--- src/rtl/proc_n.sv ---
// proc_n: parametrised multi-cycle processor core with a shared operand bus and a debug read port.
// Optional condition flags (Zf, Cf) are enabled by defining PROC_FLAGS_EN.
module proc_n #(
  parameter int WIDTH = 8,
  parameter int NREGS = 8,
  parameter int RW    = $clog2(NREGS)
) (
  input  logic             clk,
  input  logic             reset,
  input  logic             Run,
  input  logic [2:0]       Fun,
  input  logic [RW-1:0]    Rx,
  input  logic [RW-1:0]    Ry,
  input  logic [WIDTH-1:0] Data,
  output logic             Done,
  output logic             Busy,
  output logic [WIDTH-1:0] BusWires,
  input  logic [RW-1:0]    dbg_sel,
  output logic [WIDTH-1:0] dbg_data
`ifdef PROC_FLAGS_EN
  ,
  output logic             Zf,
  output logic             Cf
`endif
);

  typedef enum logic [1:0] {IDLE, T1, T2, T3} state_t;

  localparam logic [2:0] OP_MVI = 3'd0;
  localparam logic [2:0] OP_ADD = 3'd2;
  localparam logic [2:0] OP_SUB = 3'd3;
  localparam logic [2:0] OP_AND = 3'd4;
  localparam logic [2:0] OP_OR  = 3'd5;
  localparam logic [2:0] OP_XOR = 3'd6;
  localparam logic [2:0] OP_SHL = 3'd7;

  state_t           state, state_next;
  logic [WIDTH-1:0] regs [NREGS];
  logic [WIDTH-1:0] a_reg, g_reg, data_q;
  logic [2:0]       fun_q;
  logic [RW-1:0]    rx_q, ry_q;
  logic [WIDTH:0]   alu_out;
  logic             is_move;

  assign is_move  = (fun_q[2:1] == 2'b00);
  assign dbg_data = regs[dbg_sel];

  always_ff @(posedge clk or negedge reset) begin
    if (!reset) state <= IDLE;
    else        state <= state_next;
  end

  always_comb begin
    state_next = state;
    Busy       = (state != IDLE);
    Done       = 1'b0;
    BusWires   = '0;
    case (state)
      IDLE: if (Run) state_next = T1;
      T1: begin
        if (fun_q == OP_MVI)  BusWires = data_q;
        else if (is_move)     BusWires = regs[ry_q];
        else                  BusWires = regs[rx_q];
        if (is_move) begin
          Done       = 1'b1;
          state_next = IDLE;
        end else begin
          state_next = T2;
        end
      end
      T2: begin
        BusWires   = regs[ry_q];
        state_next = T3;
      end
      T3: begin
        BusWires   = g_reg;
        Done       = 1'b1;
        state_next = IDLE;
      end
      default: state_next = IDLE;
    endcase
  end

  // Bit WIDTH of the ALU result carries the carry, borrow or last shifted-out bit.
  always_comb begin
    alu_out = '0;
    case (fun_q)
      OP_ADD: alu_out = {1'b0, a_reg} + {1'b0, BusWires};
      OP_SUB: alu_out = {1'b0, a_reg} - {1'b0, BusWires};
      OP_AND: alu_out = {1'b0, a_reg & BusWires};
      OP_OR:  alu_out = {1'b0, a_reg | BusWires};
      OP_XOR: alu_out = {1'b0, a_reg ^ BusWires};
      OP_SHL: alu_out = {1'b0, a_reg} << BusWires;
      default: alu_out = '0;
    endcase
  end

`ifndef PROC_FLAGS_EN
  logic unused_carry;
  assign unused_carry = alu_out[WIDTH];
`else
  logic carry_q;
`endif

  always_ff @(posedge clk or negedge reset) begin
    if (!reset) begin
      for (int i = 0; i < NREGS; i++) regs[i] <= '0;
      a_reg  <= '0;
      g_reg  <= '0;
      data_q <= '0;
      fun_q  <= '0;
      rx_q   <= '0;
      ry_q   <= '0;
`ifdef PROC_FLAGS_EN
      carry_q <= 1'b0;
      Zf      <= 1'b0;
      Cf      <= 1'b0;
`endif
    end else begin
      case (state)
        IDLE: if (Run) begin
          fun_q  <= Fun;
          rx_q   <= Rx;
          ry_q   <= Ry;
          data_q <= Data;
        end
        T1: begin
          if (is_move) regs[rx_q] <= BusWires;
          else         a_reg      <= BusWires;
        end
        T2: begin
          g_reg <= alu_out[WIDTH-1:0];
`ifdef PROC_FLAGS_EN
          carry_q <= alu_out[WIDTH];
`endif
        end
        T3: begin
          regs[rx_q] <= g_reg;
`ifdef PROC_FLAGS_EN
          Zf <= (g_reg == '0);
          Cf <= carry_q;
`endif
        end
        default: ;
      endcase
    end
  end

endmodule

--- config.mk ---
export PLATFORM = sky130hd
export DESIGN_NAME = proc_n
export DESIGN_NICKNAME = d
export VERILOG_FILES = /design/src/rtl/proc_n.sv
export SDC_FILE = /design/constraint.sdc
export NUM_CORES = 1
export LEC_CHECK = 0
export CAP_MARGIN = 15
export CORE_ASPECT_RATIO = 0.75
export CORE_MARGIN = 2
export CORE_UTILIZATION = 56
export CTS_BUF_LIST = sky130_fd_sc_hd__clkbuf_8
export DETAILED_ROUTE_END_ITERATION = 8
export PLACE_DENSITY = 0.79
export SETUP_SLACK_MARGIN = 0.1
export SYNTH_ARGS = -nofsm -noshare
export SYNTH_HDL_FRONTEND = slang
export SYNTH_SLANG_ARGS = --single-unit
--- constraint.sdc ---
create_clock -name clk -period 4.1 [get_ports clk]
set_input_delay 0.615 -clock clk [delete_from_list [all_inputs] [get_ports clk]]
set_output_delay 0.615 -clock clk [all_outputs]
set_load 0.02 [all_outputs]
Word level (Yosys, flattened, before mapping)
Cells that the tools add are included.
{ "classes": {"add_sub_neg": 2, "order_cmp": 4, "n_eq_ne": 11, "shifts": 1, "n_mux": 24, "bitwise": 7, "n_reduce_logical": 9} }
{ "ops": {"columns": ["operator", "n"], "rows": [
  ["$bwmux W64", 2],
  ["$pmux W64 S2", 1],
  ["$bmux W8 S3", 3],
  ["$mux W8", 9],
  ["$mux W64", 1],
  ["$pmux W8 S6", 1],
  ["$demux W8 S3", 1],
  ["$pmux W8 S3", 1],
  ["$eq A3 B3 Y1 const B", 4],
  ["$ge A4 B4 Y1 const B", 3],
  ["$not A3 Y4", 3],
  ["$add A8 B8 Y8", 1],
  ["$and A8 B8 Y8", 1],
  ["$or A8 B8 Y8", 1],
  ["$pmux W2 S4", 1],
  ["$shl A8 B8 Y8", 1],
  ["$sub A8 B8 Y8", 1],
  ["$xor A8 B8 Y8", 1],
  ["$eq A3 B2 Y1 const B", 2],
  ["$reduce_and A2 Y1", 3],
  ["$eq A2 B2 Y1 const B", 2],
  ["$logic_not A2 Y1", 2],
  ["$lt A4 B1 Y1 const B", 1],
  ["$mux W2", 2],
  ["8 further kinds", 10]
]} }
{ "totals": {"reg_bits": 99, "input_bits": 23, "output_inout_bits": 18, "word_cells": 73} }

Longest topological paths before layout
Gate-level depths: netlist (run 1).
{ "depth": {"word_depth": 10, "ltp_mapped": 21, "mapped_depth_nobuf": 18} }

Least setup slack after synthesis (run 1)
Ideal clock, no wire load.
{ "synth_timing": {"path_kind": "reg2reg", "start": "register ry_q[1]", "end": "register g_reg[7]", "setup_ns": 0.128, "arrival_time_ns": 4.057, "required_time_ns": 3.972, "slack_ns": -0.085, "stages_incl_launch_ff": 21, "path_buffers": 3, "period_less_slack_ns": 4.185, "path_cell_list": "dfrtp_1 -> buf_6 -> buf_4 -> mux4_2 -> mux2i_1 -> a21oi_1 -> a221o_1 -> buf_2 -> inv_2 -> ha_1 -> mux2i_1 -> ha_1 -> nor2b_1 -> o21ai_0 -> a21boi_0 -> o21ai_0 -> a21oi_1 -> xnor2_1 -> xnor2_1 -> mux2i_1 -> o22ai_1"} }
{ "synth_via": {"elab_chain_len": 9, "elab_cells_between_ends": 14, "classes_between": "add/sub: 2; shift: 1; mux: 7; bitwise: 4"} }
{ "synth_rtl": {"columns": ["item", "line_no", "rtl"], "rows": [
  ["start, declared", "41", "logic [RW-1:0] rx_q, ry_q;"],
  ["start signal, assigned", "124", "ry_q <= Ry;"],
  ["$not A3 Y4 (not written as such) (*)", "62, 72", null],
  ["$bmux W8 S3 (*)", "62, 72", null],
  ["$mux W8 (not written as such) (*) (2 in a row)", "62, 72", null],
  ["$mux W8", "62", "else if (is_move) BusWires = regs[ry_q];"],
  ["$mux W8", "61", "if (fun_q == OP_MVI) BusWires = data_q;"],
  ["$pmux W8 S3 (*)", "58", "case (state)"],
  ["via BusWires[0]", "17", "output logic [WIDTH-1:0] BusWires,"],
  ["$sub A8 B8 Y8 (tied with other cells)", "89", "OP_SUB: alu_out = {1'b0, a_reg} - {1'b0, BusWires};"],
  ["$pmux W8 S6 (*)", "87", "case (fun_q)"],
  ["end signal, assigned", "132", "g_reg <= alu_out[WIDTH-1:0];"],
  ["end, declared", "39", "logic [WIDTH-1:0] a_reg, g_reg, data_q;"]
]} }
Mark *: on every way through the listed nets, which the timed path passes. The rest lies on a longest branch. The select of a mux whose other input is x is not followed.
A chain may end at the register's enable or synchronous reset.

Final worst setup path (run 1)
{ "layout_timing": {"start": "register rx_q[2]", "end": "register g_reg[7]"} }
{ "layout_via": {"elab_chain_len": 9, "elab_cells_between_ends": 14, "classes_between": "add/sub: 2; shift: 1; mux: 7; bitwise: 4"} }
{ "layout_rtl": {"columns": ["item", "line_no", "rtl"], "rows": [
  ["start, declared", "41", null],
  ["start signal, assigned", "123", "rx_q <= Rx;"],
  ["$not A3 Y4 (not written as such) (*)", "63", "else BusWires = regs[rx_q];"],
  ["$bmux W8 S3 (*)", "63", null],
  ["$mux W8 (not written as such) (*) (2 in a row)", "63", null],
  ["$mux W8 (*)", "62", null],
  ["$mux W8 (*)", "61", null],
  ["$pmux W8 S3 (*)", "58", null],
  ["$sub A8 B8 Y8 (tied with other cells)", "89", null],
  ["$pmux W8 S6 (*)", "87", null]
]} }
Every way passes the cells marked *; elsewhere a longest branch is shown, timed or not. The select of a mux whose other input is x is not followed.

==> results of run 1 <==
-- worst min path at each step --
stage	end	startpoint
4_1_cts	g_reg[2]	reset
3_5_place_dp	g_reg[0]	g_reg[0]
6_report	regs[55]	reset
3_3_place_gp	g_reg[1]	g_reg[1]
5_1_grt	regs[55]	reset
2_1_floorplan	asynchronous set/reset pin	reset
-- per-stage QoR --
stage,hold slack (ns),instances,util
2_1_floorplan,0.319,707,-
3_3_place_gp,0.498,890,0.636
3_5_place_dp,0.506,890,0.636
4_1_cts,0.222,906,0.655
5_1_grt,0.229,921,0.673
6_report,0.208,921,0.673
-- logic make-up after synthesis --
family	Yosys count
compound gates	191
xor+xnor	10
fa+ha+maj	26
buf+inv	78
flops	99
mux	95
simple gates	208
-- power by group through the flow --
stage                     clock network (mW)  logic (mW)  registers (mW)
after floorplan                            0        3.46            1.60
after global placement                     0        4.50            1.81
after detailed placement                   0        4.63            1.85
after CTS                              0.705        4.68            1.83
after global routing                   0.748        5.62            1.90
final                                  0.698        5.19            1.87
-- cell type report --
type / instances / area, um2
multi-input combinational: 530 / 4030
fill: 900 / 3810
sequential: 99 / 2480
timing repair buffer: 90 / 817
tap: 162 / 203
clock buffer: 10 / 138
inverter: 24 / 90.1
clock inverter: 6 / 81.3
-- repair_timing --
item,in CTS,in global routing
pin swaps,0,10
gates resized for setup,4,26
buffers inserted,0,15
endpoints found under the setup margin,3,4
-- Yosys cell counts, drive strengths merged, types with 3 or more instances --
cell type	n	area [um2]
nand2	120	450
o21ai	104	521
dfrtp	99	2480
mux2	37	417
clkbuf	35	133
mux4	35	788
a21oi	32	160
nor2	32	120
ha	25	313
inv	24	90.1
mux2i	23	230
buf	19	97.6
nand3	14	75.1
nor2b	14	87.6
a31oi	9	92.6
xnor2	8	70.1
and2	6	38.8
nor3	6	30.0
o211ai	6	45.0
a21o	5	37.5
a221oi	5	43.8
a211oi	3	27.5
a22o	3	26.3
a22oi	3	22.5
nand2b	3	18.8
o21bai	3	22.5
-- routing by layer --
layer	GRT usage	wire length, um	share of wire	vias up
met5	0	0	0	-
met1	0.483	8510	0.42	2955
met2	0.490	9130	0.45	416
li1	-	-	-	2635
met3	0.0807	2230	0.11	64
met4	0.0851	460	0.023	0
==> results.md, run 1 <==
- The critical path data arrival time is 4.20 ns.
- The leftover overflow at the end of global routing is 0.
- The actual transition at the worst max-transition pin is 0.867 ns.
- The final estimated routing congestion in global placement is 0.953.
- The post-cts hold buffer count is 0.
- In this run the worst setup path begins at rx_q[2].
- The clock-pin transition on the worst setup and hold timing paths is 0.10 ns.
- Across all register-to-register paths, the minimum setup slack is 0.15 ns.
- The buffer type at the clock tree root is clkbuf_8.
- STA classifies the critical path endpoint as a flip-flop.
- The static leakage power is 3.33 nW.
- The initial detailed-routing violation count is 847.
- In the post-route analysis, the smallest setup slack over all paths is 0.153 ns.
- The initialized floorplan defines 34 standard-cell rows.
- After detailed routing, the total wire length is 20.3 mm.
- Setup repair after global routing could not meet its margin everywhere.
- The placed instances occupy a cell area of 7410 um2.
- The cell count after synthesis is 707.
- The first global-routing pass estimated 32.0 mm of wire.
- The count of max-cap constraint violations is 0.
- The number of buffers created by CTS is 9.
- The count of cells along the worst register-to-register path is 18.
- The number of sinks driven by the clock tree is 99.
- The total count of max-transition violations in the final report is 0.
- The number of library cell types mapped by synthesis is 64.
- Following the worst setup path forward leads to its endpoint at g_reg[7].
- The insertion delay to the later sink of the worst-skew pair is 0.37 ns.
- Of the total power, the clock network draws 0.090.
- The iteration count of the initial detailed-routing pass is 6.
- Measured against the total synthesized area, the mux share comes to 0.213.
- The routed wirelength normalized by instance count is 22.1 um.
- The area enclosed by the die boundary is 13000 um2.
- The compound-gate portion of the synthesized area is 0.176.
- The adder and majority gate portion of the synthesized area is 0.0493.
- The top cell types in the final layout, fill and taps aside, are nand2_1, o21ai_0, dfrtp_1.
- The clock tree from TritonCTS is yes.
- Of the total synthesized cell area, the portion taken by AND, OR, NAND and NOR gates is 0.135.
- The number of endpoints with negative hold slack in the final report is 0.
- The run finished with clean final reports.
- Setup total negative slack on the finished layout was measured at 0 ns.
- The xor-xnor portion of the synthesized cell area is 0.0130.
- The largest single stage delay on the critical path is 0.49 ns.
- After detailed routing, the number of vias per cell comes to 6.59.
- Based on the critical path, the design can be clocked at up to 0.253 GHz.
- Summing over every cut layer, the via total after detailed routing is 6070.
- Of the total power, registers draw 0.241.
- The mean instance size in the synthesized netlist is 9.55 um2.
- The worst clock skew is 0.0135 ns.
- The post-route minimum period is 3.95 ns.
- The number of enable-type register cells in the synthesized netlist is 0.
- The HPWL reported at the end of detailed placement is 14.8 mm.
- The initial core utilization is 0.579.
- The floorplan step set the die height to 99.1 um.
- The register with the most flip-flops in the layout has 64 of them.
- The core region is 11700 um2.
- The most common flop cell mapped by yosys is dfrtp_1.
- Yosys printed 0 warnings.
- The share of the Yosys chip area taken by registers is 0.367.
- The startpoint of the worst-slack reg-to-reg timing path is rx_q[2].
- Of the total power, the share spent switching nets is 0.475.
- Counting along the longest clock path gives a buffer depth of 2.
- For this run, asynchronously set or reset flops after synthesis account for 1.00.
- The remaining design rule violation count is 0.
- The number of endpoints failing setup at the final stage is 0.
- Pin placement for this block handled 41 I/O pins.
- The pin count of the biggest net entering global routing is 39.
- The number of buffer and inverter instances along the worst setup path is 2.
- The number of flip-flops and latches in the synthesized netlist is 99.
- The final net count is 803.
- From left edge to right edge, the die measures 131 um.
- The worst-path maximum fanout is 5.
- The number of nets with antenna violations after detailed routing is 0.
- The cell internal power dissipation is 4.07 mW.
- The worst endpoint required time is 4.35 ns.
- The reg-to-reg critical path endpoint is g_reg[7].
- In this run the number of cells on the critical path is 18.
- The worst ir drop on vdd is 0.471 mV.
- The min-delay analysis places its worst path in the category input port to asynchronous set/reset pin.
- The number of global-route vias before repair was 5841.
- The largest family of logic cells by synthesized area is multiplexers.
- The total net switching power is 3.69 mW.
- The initial antenna violation count was 0.
- Of the available clock period, the critical path in the final layout requires 0.963.
- Walking the worst path, the cells encountered are buf_6 -> nand2b_1 -> mux4_2 -> a21oi_2 -> a221o_1 -> inv_2 -> ha_4 -> mux2i_2 -> ha_1 -> nor2b_1 -> o21ai_1 -> a21boi_2 -> o21ai_2 -> a21oi_2 -> xnor2_1 -> xnor2_1 -> mux2i_1 -> o22ai_1.
- The combinational power share is 0.669.
- The leading cell type in the layout, fill and taps excluded is nand2_1.
- The critical path is of the flip-flop to flip-flop type.
- Across every metal layer, demand over resource in global routing totals 0.328.
- The critical path launch point type is a flip-flop.
- The ratio of total power to cell area is 989 nW/um2.
- Counting every net in the synthesized netlist gives 756.
- The CTS H-tree depth is 3.
- The number of antenna diodes is 0.
- Ranked by flip-flop count, first place goes to regs.
- The post-synthesis instance area is 6750 um2.
- The total power is 7.76 mW.
- The dominant delay contributor by cell family on the critical path is compound AO/OA/AOI/OAI gates.
- The worst slack at placement is 0.0304 ns.
- The share of cells above drive strength 1 is 0.221.
- Relative to the synthesized area, the layout overhead comes to 16.2%.
- The remaining max-slew budget at the tightest pin is 0.422.
- Port buffering added 40 buffers.
- The final cell area excluding filler cells is 7840 um2.
- The slowest stage of the critical path is the mux4_2 cell.
No activity file was read; power rests on OpenSTA's default activity.
==> inputs of run 2 (changes only) <==
--- a/config.mk
+++ b/config.mk
@@ -7,7 +7,7 @@
 export LEC_CHECK = 0
 export CAP_MARGIN = 15
 export CORE_ASPECT_RATIO = 0.75
-export CORE_MARGIN = 2
+export CORE_MARGIN = 4
 export CORE_UTILIZATION = 56
 export CTS_BUF_LIST = sky130_fd_sc_hd__clkbuf_8
 export DETAILED_ROUTE_END_ITERATION = 8
==> results.md, run 2 (same netlist as run 1, synthesis figures left out) <==
- The via density per instance is 6.43 (was 6.59).
- Unrepaired setup endpoints after global routing: yes (unchanged).
- The ratio of total power to cell area is 984 nW/um2 (was 989 nW/um2).
- The type of element capturing the critical path is a flip-flop (unchanged).
- Status: finished, final reports clean (unchanged).
- The pin count of the biggest net entering global routing is 85 (was 39).
- The setup slack of the most critical reg-to-reg path was 0.1 ns (was 0.15 ns).
- The number of buffers created by CTS is 9 (unchanged).
- The port buffer count is 40 (unchanged).
- The remaining max-slew budget at the tightest pin was 0.412 (was 0.422).
- The routed wirelength normalized by instance count is 22.5 um (was 22.1 um).
- The number of sinks driven by the clock tree came to 99 (unchanged).
- Top library cells by usage in the layout, fill and taps aside: nand2_1, dfrtp_1, o21ai_0 (was nand2_1, o21ai_0, dfrtp_1).
- The combined flip-flop and latch cell area is 2480 um2 (unchanged).
- The flip-flop count of the largest register after layout was 64 (unchanged).
- The number of nets with antenna violations after detailed routing is 0 (unchanged).
- The initial detailed-routing violation count is 652 (was 847).
- The total area of multi-input combinational cells is 4080 um2 (was 4030 um2).
- The critical path data arrival time came to 4.25 ns (was 4.20 ns).
- The count of cells along the worst register-to-register path came to 18 (unchanged).
- The final wirelength came to 20.8 mm (was 20.3 mm).
- The achievable frequency is 0.250 GHz (was 0.253 GHz).
- The startpoint of the worst-slack reg-to-reg timing path is rx_q[2] (unchanged).
- The clock share of power was 0.082 (was 0.090).
- The number of placed I/O pins is 41 (unchanged).
- The iteration count of the initial detailed-routing pass came to 6 (unchanged).
- The number of non-filler instances in the completed layout is 926 (was 921).
- The insertion delay to the later sink of the worst-skew pair is 0.37 ns (about the same).
- The initial antenna violation count was 0 (unchanged).
- The clock tree from TritonCTS is yes (unchanged).
- The combinational power share is 0.680 (was 0.669).
- The CTS H-tree depth was 3 (unchanged).
- The number of antenna diodes is 0 (unchanged).
- The worst min-delay path category is input port to asynchronous set/reset pin (unchanged).
- The switching power as a share of total power is 0.479 (was 0.475).
- The number of endpoints failing setup at the final stage is 0 (unchanged).
- The number of global-route vias before repair is 5780 (was 5841).
- The share of cells above drive strength 1 is 0.234 (was 0.221).
- The number of cells on the critical path is 18 (unchanged).
- The setup TNS is 0 ns (unchanged).
- The number of fillers in the final layout is 884 (was 900).
- The number of buffer and inverter instances along the worst setup path is 3 (was 2).
- The standard cell area after detailed placement is 7420 um2 (was 7410 um2).
- The worst endpoint required time is 4.35 ns (about the same).
- The actual transition at the worst max-transition pin is 0.882 ns (was 0.867 ns).
- The count of max-cap constraint violations is 0 (unchanged).
- The number of endpoints with negative hold slack in the final report is 0 (unchanged).
- The leftover overflow at the end of global routing is 0 (unchanged).
- The largest stage delay on the critical path is 0.44 ns (was 0.49 ns).
- The leading cell type in the layout, fill and taps excluded is nand2_1 (unchanged).
- The worst ir drop on vdd is 0.431 mV (was 0.471 mV).
- The remaining design rule violation count is 0 (unchanged).
- The worst-path maximum fanout is 20 (was 5).
- The largest register by flop count was regs (unchanged).
- The cell internal power dissipation was 4.08 mW (was 4.07 mW).
- The worst hold slack after final layout was 0.225 ns (was 0.208 ns).
- The slowest cell on the critical path is dfrtp_2 (was mux4_2).
- The worst clock skew was 0.0112 ns (was 0.0135 ns).
- The initial core utilization is 0.577 (was 0.579).
- The wire length of the first global-routing pass was 32.1 mm (was 32.0 mm).
- The worst setup path endpoint is g_reg[7] (unchanged).
- The total count of max-transition violations in the final report was 0 (unchanged).
- The number of rows created at floorplan came to 34 (unchanged).
- The vertical extent of the die is 103 um (was 99.1 um).
- The post-route minimum period is 4.00 ns (was 3.95 ns).
- The total net switching power is 3.75 mW (was 3.69 mW).
- The buffer type at the clock tree root is clkbuf_8 (unchanged).
- The clock-pin transition on the worst setup and hold timing paths is 0.10 ns (about the same).
- The total instance count after detailed placement came to 893 (was 890).
- The critical path launch point type is a flip-flop (unchanged).
- The type of the worst setup path is flip-flop to flip-flop (unchanged).
- The via count is 5950 (was 6070).
- The synthesis-to-finish area growth is 17.9% (was 16.2%).
- The fraction of the cycle the final worst path needs was 0.976 (was 0.963).
- The overall die width is 135 um (was 131 um).
- The beginning of the critical path is rx_q[2] (unchanged).
- Cell breakdown of the critical path: buf_4 -> buf_12 -> nor2b_1 -> buf_4 -> a221oi_2 -> o211ai_1 -> o21bai_1 -> and3_4 -> a31oi_2 -> xnor2_1 -> ha_1 -> or3_4 -> o21ai_2 -> a21oi_2 -> xnor2_1 -> xnor2_1 -> mux2i_1 -> o22ai_1 (was buf_6 -> nand2b_1 -> mux4_2 -> a21oi_2 -> a221o_1 -> inv_2 -> ha_4 -> mux2i_2 -> ha_1 -> nor2b_1 -> o21ai_1 -> a21boi_2 -> o21ai_2 -> a21oi_2 -> xnor2_1 -> xnor2_1 -> mux2i_1 -> o22ai_1).
- The HPWL reported at the end of detailed placement came to 14.8 mm (about the same).
- The area enclosed by the die boundary is 13900 um2 (was 13000 um2).
- The reg-to-reg critical path endpoint is g_reg[7] (unchanged).
- The most frequent cell on the critical path is xnor2_1.
- The relative contribution of sequential cells to total power is 0.237 (was 0.241).
- The final estimated routing congestion in global placement is 1.02 (was 0.953).
- The static leakage power is 3.37 nW (was 3.33 nW).
- The total routing resource utilization after global routing was 0.302 (was 0.328).
- The final cell area excluding filler cells is 7960 um2 (was 7840 um2).
- The dominant delay contributor by cell family on the critical path is compound AO/OA/AOI/OAI gates (unchanged).
- The total core area is 11700 um2 (about the same).
- The maximum buffer depth of the clock tree is 2 (unchanged).
- The final net count is 808 (was 803).
==> run 2: cell count changes in the layout (fill, tap and decap cells not counted), moves of 2 or more <==
| cell | previous run | this run |
|---|---|---|
| a21oi_1 | 28 | 30 |
| a21oi_2 | 4 | 2 |
| buf_12 | 2 | 6 |
| buf_4 | 45 | 47 |
| ha_2 | 0 | 2 |
| inv_1 | 24 | 22 |
| nor2b_1 | 12 | 14 |
| nor2b_2 | 2 | 0 |
==> run 2: stage by stage <==
step	utilization	power, mW	setup WS, ns
2_1_floorplan	-	5.07	0.118
3_3_place_gp	0.634	6.33	0.0682
3_5_place_dp	0.634	6.48	-0.0739
4_1_cts	0.659	7.27	0.102
5_1_grt	0.680	8.31	-0.0388
6_report	0.680	7.83	0.0985
==> run 2: area by class of cell <==
| cell class | instances | area share |
|---|---|---|
| clock inverter | 6 | 0.00817 |
| multi-input combinational | 530 | 0.513 |
| inverter | 24 | 0.0113 |
| tap | 162 | 0.0255 |
| sequential | 99 | 0.312 |
| clock buffer | 10 | 0.0173 |
| timing repair buffer | 95 | 0.113 |
==> run 2: metal layers <==
| metal | vias to the layer above | wire length [um] | GRT usage |
|---|---|---|---|
| li1 | 2642 | - | - |
| met1 | 2912 | 8970 | 0.439 |
| met2 | 345 | 9260 | 0.464 |
| met3 | 51 | 2110 | 0.0702 |
| met4 | 0 | 459 | 0.0720 |
| met5 | - | 0 | 0 |
==> run 2: worst min path at each step <==
stage | start | depth (start not counted) | endpoint | slack (ns)
after floorplan | reset | 0 | asynchronous set/reset pin | 0.32
after detailed placement | data_q[1] | 1 | data_q[1] | 0.50
after global routing | reset | 1 | regs[29] | 0.26
after CTS | reset | 1 | regs[63] | 0.47
final | reset | 1 | regs[63] | 0.22
after global placement | g_reg[0] | 2 | g_reg[0] | 0.48
==> run 2: timing repair <==
| item | CTS | global route |
|---|---|---|
| hold buffers | 0 | 0 |
| resized for setup | 12 | 33 |
| setup endpoints to repair | 3 | 4 |
| setup buffers | 5 | 12 |
| pin swaps | 7 | 16 |
==> run 2: power groups by stage <==
stage / clock, mW / combinational [mW] / sequential, mW
floorplan: 0 / 3.46 / 1.60
global placement: 0 / 4.52 / 1.82
detailed placement: 0 / 4.63 / 1.85
CTS: 0.657 / 4.78 / 1.83
global route: 0.700 / 5.71 / 1.90
finish: 0.646 / 5.33 / 1.86
==> RTL edit (config.mk and constraints of run 2) <==
The 4 states of `state_t` get a one-hot encoding in 4 bits.
--- a/src/rtl/proc_n.sv
+++ b/src/rtl/proc_n.sv
@@ -25,5 +25,5 @@
 );
 
-  typedef enum logic [1:0] {IDLE, T1, T2, T3} state_t;
+  typedef enum logic [3:0] {IDLE = 4'b0001, T1 = 4'b0010, T2 = 4'b0100, T3 = 4'b1000} state_t;
 
   localparam logic [2:0] OP_MVI = 3'd0;
Behaviour: same outputs for any inputs over 4 cycles, from zero or initial values and one cycle with reset low; so few cycles prove little.
==> RTL edit against run 2 <==
Sequential share of layout area increased by 0.86 points. Hold slack got worse by 0.049 ns. Clock skew decreased by 0.0021 ns. Final area decreased by 0.68%. Sequential cell count increased by 2. Synthesized area decreased by 0.98%. Cell count increased by 0.22%. Critical path depth unchanged. Non-clock buffer count increased by 13. Wire length decreased by 1.4%. Setup slack improved by 0.024 ns. Via count increased by 2.7%. Total power decreased by 32%. Critical endpoint unchanged.
==> RTL edit: results (changes against run 2) <==
- The number of non-clock inverters was 28 (was 24).
* Setup Skew: 0.009070 ns (was 0.01118 ns)
* Max FO, Critical Path: 6 (was 20)
- The length of the first detailed-routing pass in iterations came to 5 (was 6).
- Worst ir drop on vdd: 0.0002754 V (was 0.0004309 V)
* Post-layout net count: 809 (was 808)
- Met3 WL post-DR: 2455 µm (was 2109 µm)
- The clock-cell share of area is 2.406% (was 2.547%).
* Number of DRC markers in iteration 0: 785 (was 652)
* Worst slack after detailed placement: -0.1361 ns (was -0.07394 ns)
- Worst Path Arrival: 4.23 ns (was 4.25 ns)
- Number of warning messages in the yosys log: 0 (unchanged)
- M2 GR Usage: 47.68% (was 46.41%)
- Multi-Input Combinational: 513 (was 530)
- The pin count of the biggest net entering global routing was 44 (was 85).
- The tightest slew margin relative to the limit came to 53.67% (was 41.23%).
- # Post-CTS Setup Buffers: 8 (was 5)
- The delay of the slowest critical-path stage came to 0.61 ns (was 0.44 ns).
- The routed wire length per instance came to 22.08 µm (was 22.45 µm).
- Fraction of final layout cells with drive strength greater than 1: 23.24% (was 23.43%)
* Placed cell area: 7518 µm² (was 7420 µm²)
- The number of non-clock buffers in the layout is 108 (was 95).
- Number of fill cells: 858 (was 884)
- The count of clock-net buffers in the final layout is 9 (was 10).
* Die W: 134.2 µm (was 134.8 µm)
- Switching power summed over all nets: 2.336 mW (was 3.747 mW)
* Sequential cells: 101 (was 99)
* Wire length of the first global-routing pass: 32,270 µm (was 32,100 µm)
- Average instance area after synthesis: 9.661 µm² (was 9.549 µm²)
- Clk pwr share: 12.0% (was 8.2%)
* All-layer global routing usage: 30.35% (was 30.18%)
* Ranking of synthesized cells by instance count: 110 x nand2_1, 100 x dfrtp_1, 69 x nor2_1 (was 120 x nand2_1, 99 x dfrtp_1, 98 x o21ai_0)
- Post-detailed-placement half-perimeter wirelength: 14,760 µm (was 14,850 µm)
- The met3 routing resource usage after global routing was 9.366% (was 7.024%).
* Fin cells: 928 (was 926)
- The share of total power in combinational logic was 56.2% (was 68.0%).
* Critical Path Source: state[0] (was rx_q[2])
- Clock-pin slew on the worst setup and hold paths: 0.10 ns (about the same)
- Met1 track demand over resource in global routing: 40.56% (was 43.95%)
* Non-clk buf share: 12.03% (was 11.30%)
* Outcome: finished, final reports clean (unchanged)
* Largest cells by area after synthesis: dfrtp_1 37%, mux4_2 13%, nand2_1 6.2% (was dfrtp_1 37%, mux4_2 12%, o21ai_0 7.3%)
- The power of the combinational group came to 2.98 mW (was 5.33 mW).
- Number of different library cells in the post-synthesis netlist: 66 (was 64)
- Met1 wire length: 8067 µm (was 8968 µm)
* Met2 wire len: 9266 µm (was 9255 µm)
* Crit-path slowest cell: dfstp_2 (was dfrtp_2)
- The net count after synthesis came to 740 (was 756).
* Via count of the first global-routing pass: 6,028 (was 5,780)
- The multi-input combinational cell area was 3923 µm² (was 4081 µm²).
* GP Congestion: 1.012 (was 1.018)
- The count of placed standard cells including taps came to 901 (was 893).
## RTL edit: cell count changes in the layout (fill, tap and decap cells not counted), moves of 4 or more
cell,run 2,this run
o21ai_0,94,53
nor2_1,30,69
mux2_2,34,13
buf_4,47,63
a21oi_1,30,45
nand2_1,119,109
nand3_1,13,6
mux2i_1,22,27
nor2b_1,14,9
a22oi_1,3,7
inv_2,2,6
mux4_2,35,39
## RTL edit: path summary, 6_finish.rpt
check / to / slack, ns / cells past startpoint
setup / recovery: g_reg[7] / 0.12 / 18
hold / removal: regs[1] / 0.18 / 1
setup reg to reg: g_reg[7] / 0.12 / 18
hold reg to reg: regs[9] / 0.54 / 2
max in group asynchronous: rx_q[0] / 2.99 / 2
min in group clk: regs[9] / 0.54 / 2
## RTL edit: kinds of logic after synthesis
kind of cell,after synthesis,synth area share [%]
fa+ha+maj,25,4.791
compound gates,167,15.78
buf+inv,78,4.922
xor+xnor,9,1.385
flops,101,37.83
simple gates,230,15.48
mux,82,19.82
